**src/rtl/scaler_step_ctrl.sv**
```systemverilog
`default_nettype none
// ============================================================================
// Module   : scaler_step_ctrl
// Purpose  : serial divide of in_w*PIXEL_STEP/out_w; the result is applied at
//            frame start, and output line lengths are then checked.
// Revision : 1.0
// ============================================================================
module scaler_step_ctrl #(
    parameter int PIXEL_STEP = 4096,
    parameter int STEP_WIDTH = 16
) (
    input  logic                  clk,
    input  logic                  rst_n,
    input  logic [STEP_WIDTH-1:0] cfg_in_w,
    input  logic [STEP_WIDTH-1:0] cfg_out_w,
    input  logic                  cfg_wr,
    output logic                  cfg_busy,
    output logic                  cfg_err,
    output logic                  cfg_sat,
    output logic                  pend,
    input  logic                  de_i,
    input  logic                  hs_i,
    input  logic                  vs_i,
    output logic [STEP_WIDTH-1:0] scale_step,
    input  logic                  ds_de_i,
    input  logic                  ds_hs_i,
    output logic                  line_err
);

    localparam int c_FRAC   = $clog2(PIXEL_STEP);
    localparam int c_N      = STEP_WIDTH + c_FRAC;
    localparam int c_CNT_W  = $clog2(c_N);
    localparam int c_LINE_W = 16;
    localparam int c_CMP_W  = (STEP_WIDTH > c_LINE_W) ? STEP_WIDTH : c_LINE_W;
    localparam logic [c_CNT_W-1:0]    c_LAST     = c_CNT_W'(c_N - 1);
    localparam logic [STEP_WIDTH-1:0] c_STEP_ONE = STEP_WIDTH'(PIXEL_STEP);
    localparam logic [c_LINE_W-1:0]   c_LINE_MAX = '1;

    typedef enum logic [1:0] {
        IDLE = 2'd0,
        DIV  = 2'd1,
        DONE = 2'd2
    } state_t;

    state_t r_state;
    state_t w_state_nxt;
    logic   w_busy;

    logic [c_N-1:0]        r_num;
    logic [STEP_WIDTH-1:0] r_rem;
    logic [STEP_WIDTH-1:0] r_div_w;
    logic [c_CNT_W-1:0]    r_cnt;
    logic [STEP_WIDTH-1:0] r_pend_step;
    logic [STEP_WIDTH-1:0] r_pend_w;
    logic [STEP_WIDTH-1:0] r_step;
    logic [STEP_WIDTH-1:0] r_act_w;
    logic                  r_pend;
    logic                  r_err;
    logic                  r_sat;
    logic                  r_armed;
    logic                  r_first;
    logic [c_LINE_W-1:0]   r_line_cnt;
    logic                  r_line_err;

    logic                  w_nonzero;
    logic                  w_start;
    logic                  w_reject;
    logic                  w_apply;
    logic [STEP_WIDTH:0]   w_rem_sh;
    logic                  w_ge;
    logic [STEP_WIDTH-1:0] w_diff;
    logic                  w_sat;

    assign w_nonzero = (cfg_in_w != '0) && (cfg_out_w != '0);
    assign w_start   = cfg_wr && (r_state == IDLE) && w_nonzero;
    assign w_reject  = cfg_wr && ((r_state != IDLE) || !w_nonzero);
    assign w_apply   = de_i && hs_i && vs_i && r_pend;

    // One restoring step: shift in the next numerator bit, subtract if it fits.
    assign w_rem_sh = {r_rem, r_num[c_N-1]};
    assign w_ge     = (w_rem_sh >= {1'b0, r_div_w});
    assign w_diff   = w_rem_sh[STEP_WIDTH-1:0] - r_div_w;
    assign w_sat    = |r_num[c_N-1:STEP_WIDTH];

    always_ff @(posedge clk or negedge rst_n) begin
        if (!rst_n) begin
            r_state <= IDLE;
        end else begin
            r_state <= w_state_nxt;
        end
    end

    always_comb begin
        w_state_nxt = r_state;
        w_busy      = 1'b0;
        case (r_state)
            IDLE: begin
                if (w_start) begin
                    w_state_nxt = DIV;
                end
            end
            DIV: begin
                w_busy = 1'b1;
                if (r_cnt == c_LAST) begin
                    w_state_nxt = DONE;
                end
            end
            DONE: begin
                w_busy      = 1'b1;
                w_state_nxt = IDLE;
            end
            default: begin
                w_state_nxt = IDLE;
            end
        endcase
    end

    always_ff @(posedge clk or negedge rst_n) begin
        if (!rst_n) begin
            r_num       <= '0;
            r_rem       <= '0;
            r_div_w     <= '0;
            r_cnt       <= '0;
            r_pend_step <= '0;
            r_pend_w    <= '0;
            r_step      <= c_STEP_ONE;
            r_act_w     <= '0;
            r_pend      <= 1'b0;
            r_err       <= 1'b0;
            r_sat       <= 1'b0;
            r_armed     <= 1'b0;
            r_first     <= 1'b0;
            r_line_cnt  <= '0;
            r_line_err  <= 1'b0;
        end else begin
            r_err      <= w_reject;
            r_line_err <= 1'b0;

            // r_num holds the numerator and collects quotient bits as it shifts.
            if (w_start) begin
                r_num   <= {cfg_in_w, {c_FRAC{1'b0}}};
                r_rem   <= '0;
                r_div_w <= cfg_out_w;
                r_cnt   <= '0;
                r_sat   <= 1'b0;
            end else if (r_state == DIV) begin
                r_num <= {r_num[c_N-2:0], w_ge};
                r_rem <= w_ge ? w_diff : w_rem_sh[STEP_WIDTH-1:0];
                r_cnt <= r_cnt + 1'b1;
            end

            if (w_apply) begin
                r_step     <= r_pend_step;
                r_act_w    <= r_pend_w;
                r_pend     <= 1'b0;
                r_armed    <= 1'b1;
                r_first    <= 1'b1;
                r_line_cnt <= '0;
            end else if (r_armed) begin
                if (ds_de_i && ds_hs_i) begin
                    if (!r_first && (c_CMP_W'(r_line_cnt) != c_CMP_W'(r_act_w))) begin
                        r_line_err <= 1'b1;
                    end
                    r_first    <= 1'b0;
                    r_line_cnt <= c_LINE_W'(1);
                end else if (ds_de_i && (r_line_cnt != c_LINE_MAX)) begin
                    r_line_cnt <= r_line_cnt + 1'b1;
                end
            end

            // Placed after the apply so a result finishing on a frame start stays pending.
            if (r_state == DONE) begin
                r_pend      <= 1'b1;
                r_pend_step <= w_sat ? '1 : r_num[STEP_WIDTH-1:0];
                r_pend_w    <= r_div_w;
                if (w_sat) begin
                    r_sat <= 1'b1;
                end
            end
        end
    end

    assign cfg_busy   = w_busy;
    assign cfg_err    = r_err;
    assign cfg_sat    = r_sat;
    assign pend       = r_pend;
    assign scale_step = r_step;
    assign line_err   = r_line_err;

endmodule
`default_nettype wire

```
**config.mk**
```make
export PLATFORM = sky130hd
export DESIGN_NAME = scaler_step_ctrl
export DESIGN_NICKNAME = d
export VERILOG_FILES = /design/src/rtl/scaler_step_ctrl.sv
export SDC_FILE = /design/constraint.sdc
export NUM_CORES = 1
export LEC_CHECK = 0
export CORE_AREA = 10 10 122 169
export DETAILED_ROUTE_END_ITERATION = 6
export DIE_AREA = 0 0 132 179
export GPL_ROUTABILITY_DRIVEN = 0
export HOLD_SLACK_MARGIN = 0.08
export PLACE_DENSITY = 0.66
export SETUP_SLACK_MARGIN = 0.05
export SLEW_MARGIN = 30
export SYNTH_ARGS = -nofsm -noshare
export SYNTH_HDL_FRONTEND = slang
export SYNTH_SLANG_ARGS = --single-unit
```
**constraint.sdc**
```tcl
create_clock -name clk -period 2.5 [get_ports clk]
set_input_delay 0.5 -clock clk [delete_from_list [all_inputs] [get_ports clk]]
set_output_delay 0.5 -clock clk [all_outputs]
set_load 0.02 [all_outputs]
```
==> metrics.md, run 1 <==
| Metric | Value |
|---|---|
| Outcome | `complete, no violations` |
| Period Utilization, post-route | `93.6%` |
| Average cell area after synthesis | `9.70 um2` |
| Worst hold-check slack | `443 ps` |
| Max Transition Viols Final | `0` |
| Transition time of the tightest slew-check pin | `760 ps` |
| Buffers added on ports | `60` |
| Clock sinks | `153` |
| Count of fill cells added during filler insertion | `1547` |
| Residual DRC count | `0` |
| Max Clock Skew | `11.6 ps` |
| Wire length of the first global-routing pass | `29000 um` |
| Maximum clock frequency | `427 MHz` |
| H-tree Lvls | `4` |
| Clock latency of the later-clocked register in the worst-skew pair | `420 ps` |
| Worst IR Drop VDD | `0.593 mV` |
| Post-synth ARST share | `100%` |
| Core area | `17600 um2` |
| Overall power | `0.0127 W` |
| Setup Crit Path Kind | `flip-flop to flip-flop` |
| Yosys synthesis warning count | `0` |
| HPWL after DPL | `12800 um` |
| Total of max-cap violations | `0` |
| Clock-pin slew reported for the worst setup and hold paths after clock tree synthesis | `70 ps` |
| Largest net degree at the start of global routing | `43` |
| Combined area of all synthesized cells | `7570 um2` |
| Leakage component of the power | `4.32 nW` |
| Top flip-flop cell by instance count after synthesis | `sky130_fd_sc_hd__dfrtp_1` |
| Number of global-route vias before repair | `5963` |
| Classification of the worst-slack hold path | `flip-flop to flip-flop` |
| Post-route standard cell area excluding fillers | `9630 um2` |
| Core Rows | `58` |
| Post-route minimum period | `2340 ps` |
| Total of flip-flops plus latches after synthesis | `153` |
| Sequential-to-total area share from yosys stat | `50.6%` |
| Number of top-level pins | `61` |
| Number of synthesized flops with an enable pin | `0` |
| P per Cell Area | `1310 nW/um2` |
| Full die area | `23600 um2` |
| Total congestion overflow after global routing | `0` |
| Critical path capture point type | `flip-flop` |
| Synth-to-layout area growth | `27.2%` |
| Instance area after placement | `8840 um2` |
| Critical Path RT | `2830 ps` |
| Total track usage | `15.1%` |
| Via density per instance | `5.14` |
| Die X-Extent | `132 um` |
| Initial antenna violation count | `0` |
| Maximum clock insertion buffer count | `2` |
| Final hold violation count | `0` |
| Clock tree from TritonCTS | `done` |
| Number of setup violations in the final report | `0` |
| DRT antenna net count | `0` |
| Initial standard-cell utilization of the core | `43.0%` |
| Die Height | `179 um` |
| Number of nets in the final layout | `952` |
| Arrival time of data at the critical path endpoint | `2670 ps` |
| Share of cells above drive strength 1 | `16.3%` |
| Number of nets produced by synthesis | `843` |
| DR iter-0 viols | `400` |
| Total Wirelength | `17400 um` |
| Clock root buffer | `sky130_fd_sc_hd__clkbuf_16` |
| Number of library cell types mapped by synthesis | `51` |
| Headroom to the max-slew limit | `49.2%` |
| Vias post-DR | `5877` |
| Post-synthesis instance total | `781` |
| Crit-path max FO | `3` |
| DRT Pass-1 Iters | `4` |
| RSZ-0062 raised after global routing | `false` |
| Launching element type of the critical path | `flip-flop` |
| Average wire per standard cell | `15.2 um` |
| CTS Buf Count | `17` |
| Antenna Cells | `0` |
cell type report:
class | instances | area, um2 | area share, %
flip-flops and latches | 153 | 3830 | 39.8
repair buffers | 130 | 1170 | 12.2
inverters | 25 | 93.8 | 0.974
well taps | 240 | 300 | 3.12
multi-input cells | 563 | 3630 | 37.7
clock buffers | 19 | 443 | 4.60
clock inverters | 13 | 159 | 1.65
stage by stage:
step                utilization, %  TNS, ps  instances  setup WS, ps
floorplan                        -        0        781           265
global placement              50.1   -18920       1107          -391
detailed placement            50.1   -20650       1107          -403
CTS                           53.7        0       1140          71.0
global route                  54.6        0       1143          58.6
finish                        54.6        0       1143           160
cells in the mapped netlist, types with 2 or more instances:
library cell,count,area share [%]
sky130_fd_sc_hd__xor2_1,14,1.6
sky130_fd_sc_hd__nand3b_1,2,0.20
sky130_fd_sc_hd__clkbuf_1,25,1.2
sky130_fd_sc_hd__ha_1,21,3.5
sky130_fd_sc_hd__a31oi_1,6,0.50
sky130_fd_sc_hd__and4_1,2,0.23
sky130_fd_sc_hd__o21ai_1,3,0.20
sky130_fd_sc_hd__nor3_1,4,0.26
sky130_fd_sc_hd__mux2_2,16,2.4
sky130_fd_sc_hd__mux2i_1,55,7.3
sky130_fd_sc_hd__nor2b_1,2,0.17
sky130_fd_sc_hd__o41ai_1,3,0.35
sky130_fd_sc_hd__a21oi_1,46,3.0
sky130_fd_sc_hd__mux2_1,2,0.30
sky130_fd_sc_hd__buf_1,5,0.25
sky130_fd_sc_hd__nand2_1,165,8.2
sky130_fd_sc_hd__nand3_1,14,0.93
sky130_fd_sc_hd__o21a_1,4,0.40
sky130_fd_sc_hd__and3_1,3,0.25
sky130_fd_sc_hd__a211oi_1,3,0.30
sky130_fd_sc_hd__o21ai_0,42,2.8
sky130_fd_sc_hd__inv_1,25,1.2
sky130_fd_sc_hd__dfrtp_1,152,50
sky130_fd_sc_hd__nor4_1,13,1.1
sky130_fd_sc_hd__nand4_1,26,2.1
sky130_fd_sc_hd__nand2b_1,2,0.17
sky130_fd_sc_hd__xnor2_1,27,3.1
sky130_fd_sc_hd__buf_2,7,0.46
sky130_fd_sc_hd__nor2_1,62,3.1
sky130_fd_sc_hd__a21o_1,9,0.89
cell usage in the layout (no fill, tap or decap), types with 17 or more instances in the layout:
| master | n |
|---|---|
| sky130_fd_sc_hd__clkbuf_16 | 17 |
| sky130_fd_sc_hd__a21oi_1 | 44 |
| sky130_fd_sc_hd__nor2_1 | 61 |
| sky130_fd_sc_hd__inv_1 | 23 |
| sky130_fd_sc_hd__dfrtp_1 | 152 |
| sky130_fd_sc_hd__o21ai_0 | 42 |
| sky130_fd_sc_hd__nand4_1 | 26 |
| sky130_fd_sc_hd__mux2i_1 | 55 |
| sky130_fd_sc_hd__clkdlybuf4s50_1 | 59 |
| sky130_fd_sc_hd__buf_4 | 64 |
| sky130_fd_sc_hd__nand2_1 | 165 |
| sky130_fd_sc_hd__xnor2_1 | 27 |
flip-flops by register name, indices dropped and copies added (netlist names), 2 cells and up:
| name | flops |
|---|---|
| r_num | 28 |
| r_act_w | 16 |
| r_div_w | 16 |
| r_line_cnt | 16 |
| r_pend_step | 16 |
| r_pend_w | 16 |
| r_rem | 16 |
| scale_step | 16 |
| r_cnt | 5 |
| r_state | 2 |
final timing paths:
kind | from | to | slack (ps) | cells past startpoint
min in group asynchronous | rst_n | r_act_w[6] | 520 | 2
max | r_rem[0] | r_rem[15] | 160 | 9
min | r_first | line_err | 440 | 1
max in group asynchronous | rst_n | r_num[26] | 1270 | 3
min reg2reg | r_first | line_err | 440 | 1
max reg2reg | r_rem[0] | r_rem[15] | 160 | 9
worst max-delay path: stages (launching register included):
cell	delay [ps]
sky130_fd_sc_hd__dfrtp_1	400
sky130_fd_sc_hd__ha_1	310
sky130_fd_sc_hd__nor2b_2	160
sky130_fd_sc_hd__o2111ai_1	280
sky130_fd_sc_hd__buf_4	180
sky130_fd_sc_hd__nand4_1	90
sky130_fd_sc_hd__a211oi_1	340
sky130_fd_sc_hd__xnor2_1	170
sky130_fd_sc_hd__mux2i_1	100
sky130_fd_sc_hd__a211oi_1	230
power breakdown:
part / switching (W) / leakage, nW / internal (W) / total, W
registers: 0.000643 / 1.89 / 0.00343 / 0.00407
logic: 0.00307 / 2.13 / 0.00290 / 0.00597
clock network: 0.00108 / 0.289 / 0.00153 / 0.00261
total: 0.00479 / 4.32 / 0.00786 / 0.0127
layer usage:
layer | vias to the layer above | share of wire (%) | track usage (%)
met1 | 2864 | 42 | 17.2
met5 | - | 0 | 0
met4 | 0 | 1.8 | 6.60
met3 | 14 | 2.7 | 3.03
met2 | 91 | 53 | 27.1
li1 | 2908 | - | -
cells by family (layout without fill, tap and decap cells):
family	after synthesis	in the layout	share of synthesized area [%]
and+or+nand+nor	301	301	17.5
DFF	153	153	50.6
AOI/OAI and AO/OA	126	126	9.89
muxes	73	73	9.94
buffers and inverters	65	187	3.63
xor gates and xnor gates	41	41	4.74
adders and majority gates	22	22	3.73
timing repair:
| action | CTS | global route |
|---|---|---|
| cloned | 0 | 0 |
| endpoints found under the setup margin | 4 | 16 |
| hold endpoints to repair | 29 | 0 |
| hold buffers | 1 | 0 |
| setup buffers | 0 | 3 |
| pin swaps | 0 | 6 |
| gates resized for setup | 2 | 27 |
Power figures use the tool's default switching activity.
==> run 2, diff against run 1 <==
--- a/config.mk
+++ b/config.mk
@@ -5,12 +5,13 @@
 export SDC_FILE = /design/constraint.sdc
 export NUM_CORES = 1
 export LEC_CHECK = 0
-export CORE_AREA = 10 10 122 169
+export CORE_AREA = 10 10 136 188
 export DETAILED_ROUTE_END_ITERATION = 6
-export DIE_AREA = 0 0 132 179
+export DIE_AREA = 0 0 146 198
 export GPL_ROUTABILITY_DRIVEN = 0
 export HOLD_SLACK_MARGIN = 0.08
-export PLACE_DENSITY = 0.66
+export MAX_ROUTING_LAYER = met4
+export PLACE_DENSITY = 0.56
 export SETUP_SLACK_MARGIN = 0.05
 export SLEW_MARGIN = 30
 export SYNTH_ARGS = -nofsm -noshare
==> metrics.md, run 2 (synthesis results as in run 1) <==
| Metric | Value |
|---|---|
| Post-route minimum period | `2350 ps (+9.03 ps)` |
| Die X-Extent | `146 um (+11%)` |
| Crit-path max FO | `8 (+5)` |
| Final hold violation count | `0 (unchanged)` |
| Max Clock Skew | `6.87 ps (-4.72 ps)` |
| Transition time of the tightest slew-check pin | `571 ps (-189 ps)` |
| Critical Path RT | `2800 ps (-30 ps)` |
| Total negative setup slack | `0 ps (unchanged)` |
| DRT antenna net count | `0 (unchanged)` |
| Number of top-level pins | `61 (unchanged)` |
| Total track usage | `13.1% (-2.0 points)` |
| Largest register by flop count | `r_num` |
| Maximum clock frequency | `426 MHz (-0.38%)` |
| Share of cells above drive strength 1 | `13.4% (-2.9 points)` |
| Final cell count without fillers | `1177 (+3.0%)` |
| Full die area | `28900 um2 (+22%)` |
| Flop-to-flop setup slack | `150 ps (about the same)` |
| RSZ-0062 raised after global routing | `false` |
| Synth-to-layout area growth | `25.7%` |
| Number of nets in the final layout | `926 (-2.7%)` |
| Clock-pin slew reported for the worst setup and hold paths after clock tree synthesis | `60 ps (about the same)` |
| Post-route standard cell area excluding fillers | `9520 um2 (-1.2%)` |
| CTS Buf Count | `17 (unchanged)` |
| Clock root buffer | `sky130_fd_sc_hd__clkbuf_16` |
| Placed cell count | `1143 (+3.3%)` |
| Setup Crit Path Kind | `flip-flop to flip-flop` |
| Total of max-cap violations | `0 (unchanged)` |
| Buffers added on ports | `60 (unchanged)` |
| Largest register FFs | `28 (unchanged)` |
| Classification of the worst-slack hold path | `flip-flop to flip-flop` |
| Critical path capture point type | `flip-flop` |
| Clock sinks | `153 (unchanged)` |
| Core area | `22200 um2 (+26%)` |
| Maximum clock insertion buffer count | `2 (unchanged)` |
| Number of global-route vias before repair | `5918 (-0.75%)` |
| Residual DRC count | `0 (unchanged)` |
| Via density per instance | `4.90 (-4.6%)` |
| Vias post-DR | `5773 (-1.8%)` |
| Capturing instance or port of the critical path | `r_rem[4]` |
| Total congestion overflow after global routing | `0 (unchanged)` |
| Leading cell type in the layout, fill and taps excluded | `sky130_fd_sc_hd__nand2_1` |
| Total Wirelength | `18300 um (+5.2%)` |
| Clock latency of the later-clocked register in the worst-skew pair | `430 ps (about the same)` |
| Register cell area after layout | `3830 um2 (unchanged)` |
| H-tree Lvls | `4 (unchanged)` |
| Overall power | `0.0127 W (+0.42%)` |
| Die Height | `198 um (+11%)` |
| Core Rows | `65 (+12%)` |
| Number of setup violations in the final report | `0 (unchanged)` |
| Largest net degree at the start of global routing | `53 (+23%)` |
| Count of fill cells added during filler insertion | `2151 (+39%)` |
| Period Utilization, post-route | `94.0% (+0.36 points)` |
| Max Transition Viols Final | `0 (unchanged)` |
| Worst-case reg-to-reg path depth | `8 (-1)` |
| Wire length of the first global-routing pass | `30200 um (+4.1%)` |
| Headroom to the max-slew limit | `61.9% (+13 points)` |
| Critical path launch point | `r_rem[11]` |
| Antenna Cells | `0 (unchanged)` |
| Clock tree from TritonCTS | `done` |
| Area of the multi-input gates | `3630 um2 (unchanged)` |
| Instance area after placement | `8770 um2 (-0.83%)` |
| Leakage component of the power | `4.20 nW (-2.7%)` |
| Launching element type of the critical path | `flip-flop` |
| DRT Pass-1 Iters | `4 (unchanged)` |
| Worst IR Drop VDD | `0.572 mV (-3.4%)` |
| Initial standard-cell utilization of the core | `34.1% (-8.8 points)` |
| Initial antenna violation count | `0 (unchanged)` |
| Reg-to-reg critical path endpoint | `r_rem[4]` |
| Commonest cells after routing, fill and taps aside | `sky130_fd_sc_hd__nand2_1, sky130_fd_sc_hd__dfrtp_1, sky130_fd_sc_hd__nor2_1, sky130_fd_sc_hd__clkdlybuf4s50_1, sky130_fd_sc_hd__mux2i_1` |
| DR iter-0 viols | `305 (-24%)` |
| P per Cell Area | `1330 nW/um2 (+1.6%)` |
| Average wire per standard cell | `15.6 um (+2.2%)` |
| HPWL after DPL | `13400 um (+4.2%)` |
| Reg-to-reg startpoint | `r_rem[11]` |
| Arrival time of data at the critical path endpoint | `2650 ps (-20 ps)` |
| Outcome | `complete, no violations` |
-- run 2: changes by cell type in the layout (fill, tap and decap cells not counted), moves of 2 or more --
cell / delta
sky130_fd_sc_hd__buf_12: +3
sky130_fd_sc_hd__inv_8: -2
sky130_fd_sc_hd__inv_2: -2
sky130_fd_sc_hd__buf_4: -28
sky130_fd_sc_hd__clkbuf_8: +3
sky130_fd_sc_hd__inv_1: +2
-- run 2: power breakdown --
| group | internal, W | switching (W) | total, W |
|---|---|---|---|
| Sequential | 0.00343 | 0.000664 | 0.00410 |
| Clock | 0.00148 | 0.00103 | 0.00251 |
| Combinational | 0.00293 | 0.00317 | 0.00610 |
-- run 2: layout make-up --
type	instances	area share [%]
Sequential cell	153	40.2
Multi-Input combinational cell	563	38.1
Clock inverter	8	0.907
Timing Repair Buffer	104	10.6
Inverter	25	0.986
Clock buffer	23	5.13
Tap cell	301	3.96
-- run 2: worst min path at each step --
stage | from | endpoint | cells after the start | slack (ps)
finish | r_first | line_err | 1 | 440
global route | r_first | line_err | 1 | 460
CTS | r_first | line_err | 1 | 450
detailed placement | r_first | line_err | 1 | 440
global placement | r_first | line_err | 1 | 430
floorplan | rst_n | cfg_err | 0 | 200
-- run 2: timing repair --
item                                   in CTS  in global routing
endpoints found under the hold margin      48                  0
setup endpoints to repair                   3                 15
resized for setup                           1                 25
hold buffers                                1                  0
gates cloned                                0                  0
pin swaps                                   0                  5
buffers inserted                            0                  2
-- run 2: metal layers --
layer,GRT usage (%),vias up,wire length [um]
met2,22.7,78,9620
met5,-,-,0
met3,2.47,22,448
met1,15.1,2816,7920
met4,4.57,0,340
li1,-,2857,-
-- run 2: metrics by stage --
stage / hold slack [ps] / utilization [%] / worst slack, ps
after floorplan: 204 / - / 265
after global placement: 426 / 39.5 / 58.4
after detailed placement: 440 / 39.5 / 48.6
after CTS: 448 / 42.1 / 56.3
after global routing: 464 / 42.9 / 27.4
final: 439 / 42.9 / 151
-- run 2: worst max-delay path, stage by stage, from the launching register on --
cell	delay (ps)
sky130_fd_sc_hd__dfrtp_1	430
sky130_fd_sc_hd__ha_4	310
sky130_fd_sc_hd__nand3_1	130
sky130_fd_sc_hd__or4_1	530
sky130_fd_sc_hd__nand4_1	140
sky130_fd_sc_hd__o21a_1	220
sky130_fd_sc_hd__buf_6	180
sky130_fd_sc_hd__mux2i_1	200
sky130_fd_sc_hd__a21oi_1	80
==> run 3, diff against run 2 <==
--- a/config.mk
+++ b/config.mk
@@ -12,7 +12,7 @@
 export HOLD_SLACK_MARGIN = 0.08
 export MAX_ROUTING_LAYER = met4
 export PLACE_DENSITY = 0.56
-export SETUP_SLACK_MARGIN = 0.05
+export SETUP_SLACK_MARGIN = 0.4
 export SLEW_MARGIN = 30
 export SYNTH_ARGS = -nofsm -noshare
 export SYNTH_HDL_FRONTEND = slang
==> metrics.md, run 3 (synthesis results as in run 1) <==
| Metric | Value |
|---|---|
| Total track usage | `13.4% (+0.22 points)` |
| Total Wirelength | `19100 um (+4.4%)` |
| Total negative setup slack | `0 ps (unchanged)` |
| DR iter-0 viols | `272 (-11%)` |
| Critical path capture point type | `flip-flop` |
| P per Cell Area | `1340 nW/um2 (+0.39%)` |
| Placed cell count | `1167 (+2.1%)` |
| Vias post-DR | `5964 (+3.3%)` |
| Period Utilization, post-route | `91.8% (-2.2 points)` |
| RSZ-0062 raised after global routing | `true` |
| Arrival time of data at the critical path endpoint | `2600 ps (-50 ps)` |
| DRT antenna net count | `0 (unchanged)` |
| Commonest cells after routing, fill and taps aside | `sky130_fd_sc_hd__nand2_1, sky130_fd_sc_hd__dfrtp_1, sky130_fd_sc_hd__buf_4, sky130_fd_sc_hd__nor2_1, sky130_fd_sc_hd__mux2i_1` |
| Number of setup violations in the final report | `0 (unchanged)` |
| Headroom to the max-slew limit | `56.9% (-5.0 points)` |
| Die Height | `198 um (unchanged)` |
| Full die area | `28900 um2 (unchanged)` |
| Die X-Extent | `146 um (unchanged)` |
| Wire length of the first global-routing pass | `30800 um (+2.0%)` |
| Core Rows | `65 (unchanged)` |
| Launching element type of the critical path | `flip-flop` |
| Initial antenna violation count | `0 (unchanged)` |
| Largest net degree at the start of global routing | `57 (+7.5%)` |
| Max Clock Skew | `10.4 ps (+3.56 ps)` |
| Largest register FFs | `28 (unchanged)` |
| Setup Crit Path Kind | `flip-flop to flip-flop` |
| Buffers added on ports | `60 (unchanged)` |
| Utilization after layout | `45.7% (+2.8 points)` |
| Clock-pin slew reported for the worst setup and hold paths after clock tree synthesis | `70 ps (about the same)` |
| Crit-path max FO | `4 (-4)` |
| Synth-to-layout area growth | `33.9%` |
| Worst IR Drop VDD | `0.597 mV (+4.3%)` |
| Total of max-cap violations | `0 (unchanged)` |
| Leading cell type in the layout, fill and taps excluded | `sky130_fd_sc_hd__nand2_1` |
| Maximum clock insertion buffer count | `2 (unchanged)` |
| Transition time of the tightest slew-check pin | `645 ps (+74.4 ps)` |
| Antenna Cells | `0 (unchanged)` |
| Classification of the worst-slack hold path | `input pin to flip-flop` |
| Share of cells above drive strength 1 | `21.6% (+8.3 points)` |
| HPWL after DPL | `13400 um (+0.26%)` |
| Core area | `22200 um2 (unchanged)` |
| Clock tree from TritonCTS | `done` |
| Worst-case setup slack after placement | `-452 ps (-500 ps)` |
| Final hold violation count | `0 (unchanged)` |
| DRT Pass-1 Iters | `4 (unchanged)` |
| Total congestion overflow after global routing | `0 (unchanged)` |
| Clock latency of the later-clocked register in the worst-skew pair | `430 ps (about the same)` |
| Initial standard-cell utilization of the core | `34.1% (unchanged)` |
| Number of top-level pins | `61 (unchanged)` |
| Leakage component of the power | `4.51 nW (+7.3%)` |
| PnR worst setup slack | `205 ps (+54.1 ps)` |
| CTS Buf Count | `17 (unchanged)` |
| Critical Path RT | `2800 ps (about the same)` |
| Clock root buffer | `sky130_fd_sc_hd__clkbuf_16` |
| Number of nets in the final layout | `974 (+5.2%)` |
| H-tree Lvls | `4 (unchanged)` |
| Via density per instance | `4.86 (-0.82%)` |
| Outcome | `complete, no violations` |
| Residual DRC count | `0 (unchanged)` |
| Clock sinks | `153 (unchanged)` |
| Maximum clock frequency | `436 MHz (+2.4%)` |
| Post-route minimum period | `2300 ps (-54.1 ps)` |
| Final cell count without fillers | `1226 (+4.2%)` |
| Largest register by flop count | `r_num` |
| Max Transition Viols Final | `0 (unchanged)` |
| Average wire per standard cell | `15.6 um (+0.19%)` |
| Worst hold-check slack | `401 ps (-38.0 ps)` |
| Number of global-route vias before repair | `6163 (+4.1%)` |
==> run 3: changes by cell type in the layout (fill, tap and decap cells not counted), moves of 7 or more <==
| cell | change |
|---|---|
| sky130_fd_sc_hd__inv_1 | -7 |
| sky130_fd_sc_hd__inv_2 | +7 |
| sky130_fd_sc_hd__buf_4 | +44 |
| sky130_fd_sc_hd__clkdlybuf4s50_1 | -7 |
==> run 3: path summary, 6_finish.rpt <==
| kind | slack [ps] | end | from | cells past startpoint |
|---|---|---|---|---|
| max | 200 | r_rem[3] | r_rem[0] | 10 |
| min | 400 | r_div_w[8] | cfg_out_w[8] | 3 |
| max reg2reg | 200 | r_rem[3] | r_rem[0] | 10 |
| min reg2reg | 450 | line_err | r_first | 1 |
| max in group asynchronous | 1180 | r_line_cnt[10] | rst_n | 3 |
| min in group asynchronous | 610 | r_div_w[8] | rst_n | 2 |
==> run 3: routing by layer <==
metal	GRT usage (%)	wire length [um]	vias up
met2	23.5	10000	73
met3	2.31	431	22
met1	15.0	8330	2912
met4	4.79	322	0
met5	-	0	-
li1	-	-	2957
==> run 3: per-stage QoR <==
| step | cell area (um2) | power (W) |
|---|---|---|
| finish | 10100 | 0.0136 |
| global route | 10100 | 0.0145 |
| CTS | 9950 | 0.0133 |
| detailed placement | 8990 | 0.00989 |
| global placement | 8990 | 0.00981 |
| floorplan | 7660 | 0.00816 |
==> run 3: timing repair <==
item | in CTS | in global routing
hold buffers | 1 | 0
gates resized for setup | 43 | 31
hold endpoints to repair | 51 | 0
gates cloned | 0 | 2
buffers inserted | 16 | 8
setup endpoints to repair | 72 | 65
pin swaps | 24 | 13
==> run 3: area by class of cell <==
cell class	instances	area, um2
clock buffers	20	447
clock inverters	12	116
fillers	2098	12100
inverters	25	93.8
multi-input cells	564	3870
flip-flops and latches	153	3830
well taps	301	377
repair buffers	151	1410
==> run 3: power by group <==
part | switching (W) | total [W] | leakage [nW] | internal [W]
sequential | 0.000649 | 0.00408 | 1.89 | 0.00343
clock | 0.00106 | 0.00247 | 0.265 | 0.00141
combinational | 0.00352 | 0.00704 | 2.35 | 0.00352
total | 0.00523 | 0.0136 | 4.51 | 0.00836
==> run 3: critical path, cell delays in order, from the launching register on <==
cell and delay (ps):
sky130_fd_sc_hd__dfrtp_1 430, sky130_fd_sc_hd__ha_4 290, sky130_fd_sc_hd__nor2b_4 170, sky130_fd_sc_hd__o2111ai_4 150, sky130_fd_sc_hd__a31o_4 260, sky130_fd_sc_hd__a21oi_4 170
sky130_fd_sc_hd__o21a_2 200, sky130_fd_sc_hd__buf_12 130, sky130_fd_sc_hd__buf_4 110, sky130_fd_sc_hd__mux2i_1 190, sky130_fd_sc_hd__a21oi_1 80
